## src/rtl/eth_parser_pkg.sv

```systemverilog
// Shared types and constants for the ethernet parser ingress path.
package eth_parser_pkg;

  typedef enum logic {
    ARB_IDLE = 1'b0,
    ARB_LOCK = 1'b1
  } arb_state_t;

  localparam int unsigned MAX_INGRESS_PORTS = 16;

  // Round-robin successor of idx in a ring of n entries.
  function automatic int unsigned rr_next(input int unsigned idx, input int unsigned n);
    return (idx + 1 >= n) ? 0 : idx + 1;
  endfunction

endpackage

```

## src/rtl/eth_ingress_arbiter_picker.sv

```systemverilog
// Round-robin priority picker: lowest set request at or above ptr, wrapping.
module rr_priority_picker
  import eth_parser_pkg::*;
#(
  parameter int unsigned N = 4,
  parameter int unsigned W = $clog2(N)
) (
  input  logic [N-1:0] req,
  input  logic [W-1:0] ptr,
  output logic         found,
  output logic [W-1:0] idx
);

  logic [2*N-1:0] req_dbl;
  logic [2*N-1:0] masked;

  // Upper copy of req supplies the wrapped-around candidates below ptr.
  always_comb begin
    req_dbl = {req, req};
    masked  = '0;
    for (int unsigned i = 0; i < 2 * N; i++) begin
      masked[i] = req_dbl[i] && (i >= 32'(ptr));
    end
  end

  // Descending scan: the last hit written is the lowest set bit.
  always_comb begin
    found = 1'b0;
    idx   = '0;
    for (int unsigned i = 2 * N; i > 0; i--) begin
      if (masked[i-1]) begin
        found = 1'b1;
        idx   = W'((i - 1) % N);
      end
    end
  end

endmodule

```

## src/rtl/eth_ingress_arbiter.sv

```systemverilog
// Frame-granular round-robin arbiter merging NUM_PORTS AXI4-Stream ingress
// ports onto the single ethernet_frame_parser input, tagging frames by port.
module eth_ingress_arbiter
  import eth_parser_pkg::*;
#(
  parameter  int unsigned DATA_WIDTH = 64,
  parameter  int unsigned NUM_PORTS  = 4,
  localparam int unsigned PORT_W     = $clog2(NUM_PORTS)
) (
  input  logic                            clk,
  input  logic                            rst_n,
  input  logic [NUM_PORTS*DATA_WIDTH-1:0] s_axis_tdata,
  input  logic [NUM_PORTS-1:0]            s_axis_tvalid,
  output logic [NUM_PORTS-1:0]            s_axis_tready,
  input  logic [NUM_PORTS-1:0]            s_axis_tlast,
  input  logic [NUM_PORTS-1:0]            port_enable,
  output logic [DATA_WIDTH-1:0]           m_axis_tdata,
  output logic                            m_axis_tvalid,
  input  logic                            m_axis_tready,
  output logic                            m_axis_tlast,
  output logic [PORT_W-1:0]               m_axis_tid,
  output logic                            grant_active,
  output logic                            frame_done,
  output logic [PORT_W-1:0]               frame_done_port
);

  arb_state_t             state;
  logic [PORT_W-1:0]      grant;
  logic [PORT_W-1:0]      rr_ptr;
  logic [NUM_PORTS-1:0]   req;
  logic                   pick_found;
  logic [PORT_W-1:0]      pick_idx;
  logic                   lock;
  logic                   beat_accept;
  logic [DATA_WIDTH-1:0]  sel_data;
  logic                   sel_valid;
  logic                   sel_last;

  // Enable mask only matters while choosing a winner; the grant ignores it.
  assign req = s_axis_tvalid & port_enable;

  rr_priority_picker #(
    .N (NUM_PORTS),
    .W (PORT_W)
  ) u_picker (
    .req   (req),
    .ptr   (rr_ptr),
    .found (pick_found),
    .idx   (pick_idx)
  );

  assign lock         = (state == ARB_LOCK);
  assign beat_accept  = m_axis_tvalid & m_axis_tready;
  assign m_axis_tid   = grant;
  assign grant_active = lock;

  always_comb begin
    sel_data  = '0;
    sel_valid = 1'b0;
    sel_last  = 1'b0;
    for (int unsigned i = 0; i < NUM_PORTS; i++) begin
      if (PORT_W'(i) == grant) begin
        sel_data  = s_axis_tdata[i*DATA_WIDTH +: DATA_WIDTH];
        sel_valid = s_axis_tvalid[i];
        sel_last  = s_axis_tlast[i];
      end
    end
  end

  always_comb begin
    m_axis_tdata  = lock ? sel_data : '0;
    m_axis_tvalid = lock & sel_valid;
    m_axis_tlast  = lock & sel_last;
    s_axis_tready = '0;
    for (int unsigned i = 0; i < NUM_PORTS; i++) begin
      s_axis_tready[i] = lock && (PORT_W'(i) == grant) && m_axis_tready;
    end
  end

  always_ff @(posedge clk or negedge rst_n) begin
    if (!rst_n) begin
      state           <= ARB_IDLE;
      grant           <= '0;
      rr_ptr          <= '0;
      frame_done      <= 1'b0;
      frame_done_port <= '0;
    end else begin
      frame_done <= 1'b0;
      case (state)
        ARB_IDLE: begin
          if (pick_found) begin
            grant  <= pick_idx;
            rr_ptr <= PORT_W'(rr_next(32'(pick_idx), NUM_PORTS));
            state  <= ARB_LOCK;
          end
        end
        ARB_LOCK: begin
          if (beat_accept && m_axis_tlast) begin
            state           <= ARB_IDLE;
            frame_done      <= 1'b1;
            frame_done_port <= grant;
          end
        end
        default: state <= ARB_IDLE;
      endcase
    end
  end

endmodule

```

## config.mk

```make
export PLATFORM = sky130hd
export DESIGN_NAME = eth_ingress_arbiter
export DESIGN_NICKNAME = d
export VERILOG_FILES = /design/src/rtl/eth_parser_pkg.sv /design/src/rtl/eth_ingress_arbiter_picker.sv /design/src/rtl/eth_ingress_arbiter.sv
export SDC_FILE = /design/constraint.sdc
export NUM_CORES = 1
export LEC_CHECK = 0
export CAP_MARGIN = 20
export CORE_AREA = 2 2 133 135
export CTS_BUF_LIST = sky130_fd_sc_hd__clkbuf_2
export DETAILED_ROUTE_END_ITERATION = 8
export DIE_AREA = 0 0 135 137
export GPL_ROUTABILITY_DRIVEN = 0
export PLACE_DENSITY = 0.59
export SYNTH_ARGS = -nofsm -noshare
export SYNTH_HDL_FRONTEND = slang
export SYNTH_HIERARCHICAL = 1
export SYNTH_SLANG_ARGS = --single-unit
```

## constraint.sdc

```tcl
create_clock -name clk -period 1.92 [get_ports clk]
set_input_delay 0.384 -clock clk [delete_from_list [all_inputs] [get_ports clk]]
set_output_delay 0.384 -clock clk [all_outputs]
set_load 0.1 [all_outputs]
```

==> results of run 1 <==
cell usage in the layout (no fill, tap or decap), types with 2 or more instances in the layout:
cell type,synthesis,routed
mux2i_1,4,2
inv_1,4,3
buf_4,1,26
dfrtp_1,8,5
a21oi_1,2,2
mux4_1,5,2
dfrtp_4,0,3
a211oi_2,1,2
dlymetal6s2s_1,0,4
o21ai_0,2,2
nor2_4,0,4
clkbuf_2,0,4
mux4_2,59,62
and2_4,0,68
nand2_1,3,3
buf_6,6,3
mux2_4,2,3
mux2i_2,0,2
clkdlybuf4s50_1,0,266
buf_12,1,86
nand2b_1,3,3
mux2_2,3,2
worst min path at each step:
stage	slack (ns)	cells after the start	endpoint
2_1_floorplan	0.09	0	frame_done
3_3_place_gp	0.50	1	frame_done_port[1]
3_5_place_dp	0.50	1	frame_done_port[0]
4_1_cts	0.42	1	m_axis_tid[0]
5_1_grt	0.43	1	grant_active
6_report	0.41	1	m_axis_tid[0]
worst max-delay path, cell delays in order (launching register included):
cell,delay (ns)
dfrtp_4,0.45
buf_12,0.17
buf_4,0.14
mux4_2,0.51
and2_4,0.20
buf_12,0.16
area by class of cell:
| class | instances | area [sq um] | area share [%] |
|---|---|---|---|
| inverter | 4 | 18.77 | 0.2463 |
| tap | 225 | 281.5 | 3.695 |
| clock buffer | 4 | 20.02 | 0.2628 |
| sequential | 8 | 211.5 | 2.775 |
| multi-input combinational | 171 | 2424 | 31.81 |
| timing repair buffer | 385 | 4663 | 61.21 |
stage by stage:
| stage | utilization, % | setup WS [ns] |
|---|---|---|
| after detailed placement | 43.50 | -0.3343 |
| after global routing | 44.67 | -0.4018 |
| after global placement | 43.50 | -0.2669 |
| final | 44.67 | -0.3549 |
| after CTS | 43.97 | -0.3715 |
| after floorplan | - | -0.3672 |
cell usage after synthesis, types with 4 or more instances:
master    instances  share of area (%)
buf_6             6                2.6
nor2_1            5               0.74
clkbuf_1          7                1.0
mux4_2           59                 52
buf_2             8                1.6
inv_1             4               0.59
dfrtp_1           8                7.8
and2_1           68                 17
mux4_1            5                5.1
mux2i_1           4                1.6
cell families after synthesis:
| logic type | count (synthesis) |
|---|---|
| flops | 8 |
| compound gates | 10 |
| buf+inv | 27 |
| mux | 73 |
| simple gates | 87 |
| fa+ha+maj | 1 |
registers in the layout (all words and copies together) (netlist names):
register	cells
rr_ptr	2
grant_active	1
frame_done	1
m_axis_tid	2
frame_done_port	2
what timing repair did:
item | CTS | global route
setup buffers | 4 | 8
gates resized for setup | 7 | 20
setup endpoints to repair | 71 | 73
pin swaps | 2 | 5
cloned | 0 | 0
metal layers:
metal  up-vias  share of wire (%)  track usage (%)
met5         -                  0                0
li1       1552                  -                -
met1      1726                 40            19.78
met3        22                6.3            2.370
met4         0                1.7            2.488
met2       196                 52            28.09
==> metrics.md, run 1 <==
| Metric | Value |
|---|---|
| Status | `complete, but fails checks` |
| Failing checks | `negative setup slack` |
| Total GRT Usage | `15.49%` |
| Xor/xnor share of the synthesized area | `0%` |
| CTS sink cnt | `8` |
| Crit. Startpoint | `m_axis_tid[0]` |
| Via count | `3496` |
| Pre-Repair DR Iteration Count | `4` |
| YS warnings | `6` |
| Hold Slack | `0.4075 ns` |
| Die W | `135 um` |
| TritonCTS clock tree | `built` |
| Cell Area, Synth | `0.002554 sq mm` |
| Number of flops mapped to enable cells by yosys | `0` |
| Complex-gate fraction of the synthesized area | `2.940%` |
| Die Span Y | `137 um` |
| Grt total ovfl | `0` |
| Yosys reg bits | `8` |
| Max Root-Sink Buffers | `2` |
| Max transition margin | `75.45%` |
| Fin nets | `845` |
| Seq/Total Area, Yosys | `7.839%` |
| Crit path arrival time | `1.89 ns` |
| Number of remaining DRC errors | `0` |
| IO Port Bufs | `346` |
| Fmax | `0.4396 GHz` |
| # setup viols final | `69` |
| Via density per instance | `4.386` |
| # diodes | `0` |
| Layout Skew | `0.01009 ns` |
| Clk root buf | `clkbuf_2` |
| Ys async rst share | `100.0%` |
| Worst r2r src | `m_axis_tid[0]` |
| Worst setup EP type | `output port` |
| WP data required | `1.54 ns` |
| H-tree levels | `1` |
| Largest net degree at the start of global routing | `35` |
| Clk_lat worst skew | `0.24 ns` |
| Mux cell area share after synthesis | `61.24%` |
| CP Launch Type | `flop` |
| Initial antenna violation count | `0` |
| HP Class | `primary input to async pin` |
| Largest family of logic cells by synthesized area | `multiplexers` |
| Finished Layout Cells | `797` |
| Initial cell density of the core | `14.97%` |
| Simple-gate portion of the synthesized area | `20.58%` |
| Fillers | `1539` |
| Final count of hold timing violations | `0` |
| Post-Syn Instances | `206` |
| Wire per inst | `19.63 um` |
| Worst reg2reg setup slack | `0.06 ns` |
| Pins Over Slew Limit | `0` |
| Cts bufs inserted | `3` |
| Share of cells above drive strength 1 | `47.73%` |
| Inst Count DP | `781` |
| Post-route ant nets | `0` |
| Final Cell Area | `0.007619 sq mm` |
| Ports | `347` |
| Net Count, Synth | `478` |
| First-pass GRT wire length | `22.23 mm` |
| Vias in the first global route | `3797` |
| Top_reg_cell synth | `dfrtp_1` |
| Final min period | `2.275 ns` |
| Worst flop-to-flop path endpoint | `frame_done_port[1]` |
| Placed inst area | `0.007420 sq mm` |
| Layout Area Growth over Synthesis | `198.3%` |
| Hpwl dp | `13.52 mm` |
| WL final | `15.65 mm` |
| Die ar. | `0.01850 sq mm` |
| Critical path type | `flop to output port` |
| Count of cell types in the netlist | `32` |
| CORE AREA | `0.01706 sq mm` |
| Critical-path maximum fanout | `14` |
| RSZ-0062 raised after global routing | `true` |
| Reg2reg path depth | `7` |
| Worst Setup EP | `m_axis_tdata[11]` |
| Setup_tns | `-20.69 ns` |
| Row count | `48` |
| Syn Area/Cell | `12.40 sq um` |
| Worst-Margin Slew | `0.3671 ns` |
| Worst-path clk slew | `0.09 ns` |
| Hold_buf cts | `0` |
| 1st-iter DRT viols | `115` |
| Final Cycle Share | `118.5%` |
| Maxcap violations | `0` |
| Setup WS post-layout | `-0.3549 ns` |
| Adder-Cell Fraction of Synth Area | `0.4900%` |
Power of run 1 is left out: the tool's default activity adds up to more than one toggle a clock period on the data nets, which glitch-free logic cannot reach.
==> run 2, diff against run 1 <==
Settings changed: SETUP_SLACK_MARGIN set to 0.4.
==> run 2 against run 1 <==
  * The run still ends with negative setup slack left
  * Routed wire length grew 4.7%
  * Die area is the same
  * Setup slack got worse by 0.041 ns
  * Non-clock buffer count is 2 higher
  * Sequential share of layout area fell by 0.052 points
  * Global-route usage rose by 0.59 points
  * Register-to-register slack lost 0.07 ns
  * Utilization up 1.1 points
  * First-iteration DRC count fell by 25%
  * Critical path depth is the same
  * Critical path type unchanged
  * Critical endpoint is now m_axis_tdata[51]
==> metrics.md, run 2 (synthesis gave the netlist of run 1 again) <==
| Metric | Value |
|---|---|
| Status | `complete, but fails checks` |
| Failing checks | `negative setup slack` |
| Pins Over Slew Limit | `0` |
| RSZ-0062 raised after global routing | `true` |
| Fin nets | `847` |
| Grt total ovfl | `0` |
| Setup WS post-layout | `-0.3964 ns` |
| Worst-path clk slew | `0.11 ns` |
| IO Port Bufs | `346` |
| Max Root-Sink Buffers | `2` |
| Worst-Margin Slew | `0.3727 ns` |
| Hpwl dp | `12.97 mm` |
| Layout Skew | `0.02238 ns` |
| CP max-delay cell | `dfrtp_4` |
| Worst path max stage delay | `0.53 ns` |
| CP Launch Type | `flop` |
| Worst setup EP type | `output port` |
| Via count | `3468` |
| Row count | `48` |
| Vias in the first global route | `3722` |
| Initial cell density of the core | `14.97%` |
| Utilization after layout | `45.78%` |
| Die W | `135 um` |
| Ports | `347` |
| Fillers | `1530` |
| Wire per inst | `20.50 um` |
| # diodes | `0` |
| Die Span Y | `137 um` |
| Clk root buf | `clkbuf_2` |
| Max transition margin | `75.07%` |
| Share of cells above drive strength 1 | `51.22%` |
| Critical-path maximum fanout | `6` |
| Die ar. | `0.01850 sq mm` |
| Top cell by count, worst path | `buf_12` |
| Initial antenna violation count | `0` |
| Crit path arrival time | `1.93 ns` |
| TritonCTS clock tree | `built` |
| Pre-Repair DR Iteration Count | `4` |
| WL final | `16.38 mm` |
| Clk_lat worst skew | `0.25 ns` |
| CORE AREA | `0.01706 sq mm` |
| Maxcap violations | `0` |
| Final count of hold timing violations | `0` |
| Commonest non-fill, non-tap cells in the layout | `262 x clkdlybuf4s50_1, 79 x buf_12, 68 x and2_4, 64 x mux4_2, 16 x buf_6` |
| Fmax | `0.4317 GHz` |
| # setup viols final | `71` |
| WP data required | `1.54 ns` |
| Largest net degree at the start of global routing | `37` |
| Via density per instance | `4.340` |
| Final Cycle Share | `120.6%` |
| Leading cell type in the layout, fill and taps excluded | `clkdlybuf4s50_1` |
| CTS sink cnt | `8` |
| 1st-iter DRT viols | `86` |
| HP Class | `primary input to async pin` |
| Hold_buf cts | `0` |
| Layout Area Growth over Synthesis | `205.8%` |
| Number of remaining DRC errors | `0` |
| First-pass GRT wire length | `22.89 mm` |
| Post-route ant nets | `0` |
| Critical path type | `flop to output port` |
| Hold Slack | `0.3978 ns` |
| H-tree levels | `1` |
| Final min period | `2.316 ns` |
| Worst-path cell chain | `buf_12, clkbuf_16, mux4_2, and2_4, buf_12` |
| Cts bufs inserted | `3` |
| Worst reg2reg setup slack | `-0.01 ns` |
| Total GRT Usage | `16.08%` |
==> run 2: cell types whose count changed in the layout (fill, tap and decap cells not counted), moves of 3 or more <==
cell	change
buf_16	+4
buf_12	-7
clkdlybuf4s50_1	-4
buf_2	+4
buf_4	-15
dlymetal6s2s_1	-4
buf_8	+3
buf_6	+13
clkbuf_16	+3
==> run 2: final cells by class <==
cell class	count	area [sq um]	area share, %
multi-input cells	171	2472	31.66
inverters	4	18.77	0.2403
repair buffers	387	4803	61.51
clock buffers	4	20.02	0.2564
flip-flops and latches	8	212.7	2.724
well taps	225	281.5	3.605
==> run 2: per-stage QoR <==
stage | setup TNS (ns) | area [sq um] | std cells | worst slack [ns]
6_report | -22.92 | 7809 | 799 | -0.3964
5_1_grt | -28.22 | 7809 | 799 | -0.4565
4_1_cts | -22.06 | 7605 | 788 | -0.3850
3_5_place_dp | -6.215 | 7307 | 771 | -0.2390
3_3_place_gp | -5.762 | 7307 | 771 | -0.1784
2_1_floorplan | -13.77 | 2810 | 206 | -0.3672
==> run 2: repair_timing <==
item                                    4_1_cts  5_1_grt
hold endpoints to repair                      0        0
setup buffers                                 9        8
gates resized for setup                      54       31
cloned                                        4        3
pin swaps                                    11       14
endpoints found under the setup margin       80       80
==> run 2: critical path: cells and delay by family (launching register included) <==
| kind | cells | cell delay (ns) |
|---|---|---|
| flops | 1 | 0.53 |
| buf+inv | 3 | 0.49 |
| mux | 1 | 0.49 |
| simple gates | 1 | 0.18 |
==> run 2: per-layer routing <==
layer	global-route usage (%)	part of all wire, %
met1	19.77	38
met2	29.98	54
met3	3.333	7.5
met4	1.505	0.70
met5	0	0
==> run 2: path summary, 6_finish.rpt <==
kind / start / endpoint / cells after the start
setup reg to reg: m_axis_tid[0] / frame_done_port[1] / 8
hold reg to reg: frame_done_port[0] / frame_done_port[0] / 1
max in group asynchronous: rst_n / m_axis_tid[0] / 1
hold / removal: rst_n / rr_ptr[0] / 1
min in group clk: frame_done_port[0] / frame_done_port[0] / 1
setup / recovery: m_axis_tid[0] / m_axis_tdata[51] / 5
Power of run 2 is left out for the same reason.
==> run 3, diff against run 2 <==
Settings changed: ABC_AREA set to 0.
==> results of run 3 <==
The final DEF is identical to that of run 2; final timing and power are the same.
Power of run 3 is left out for the same reason.
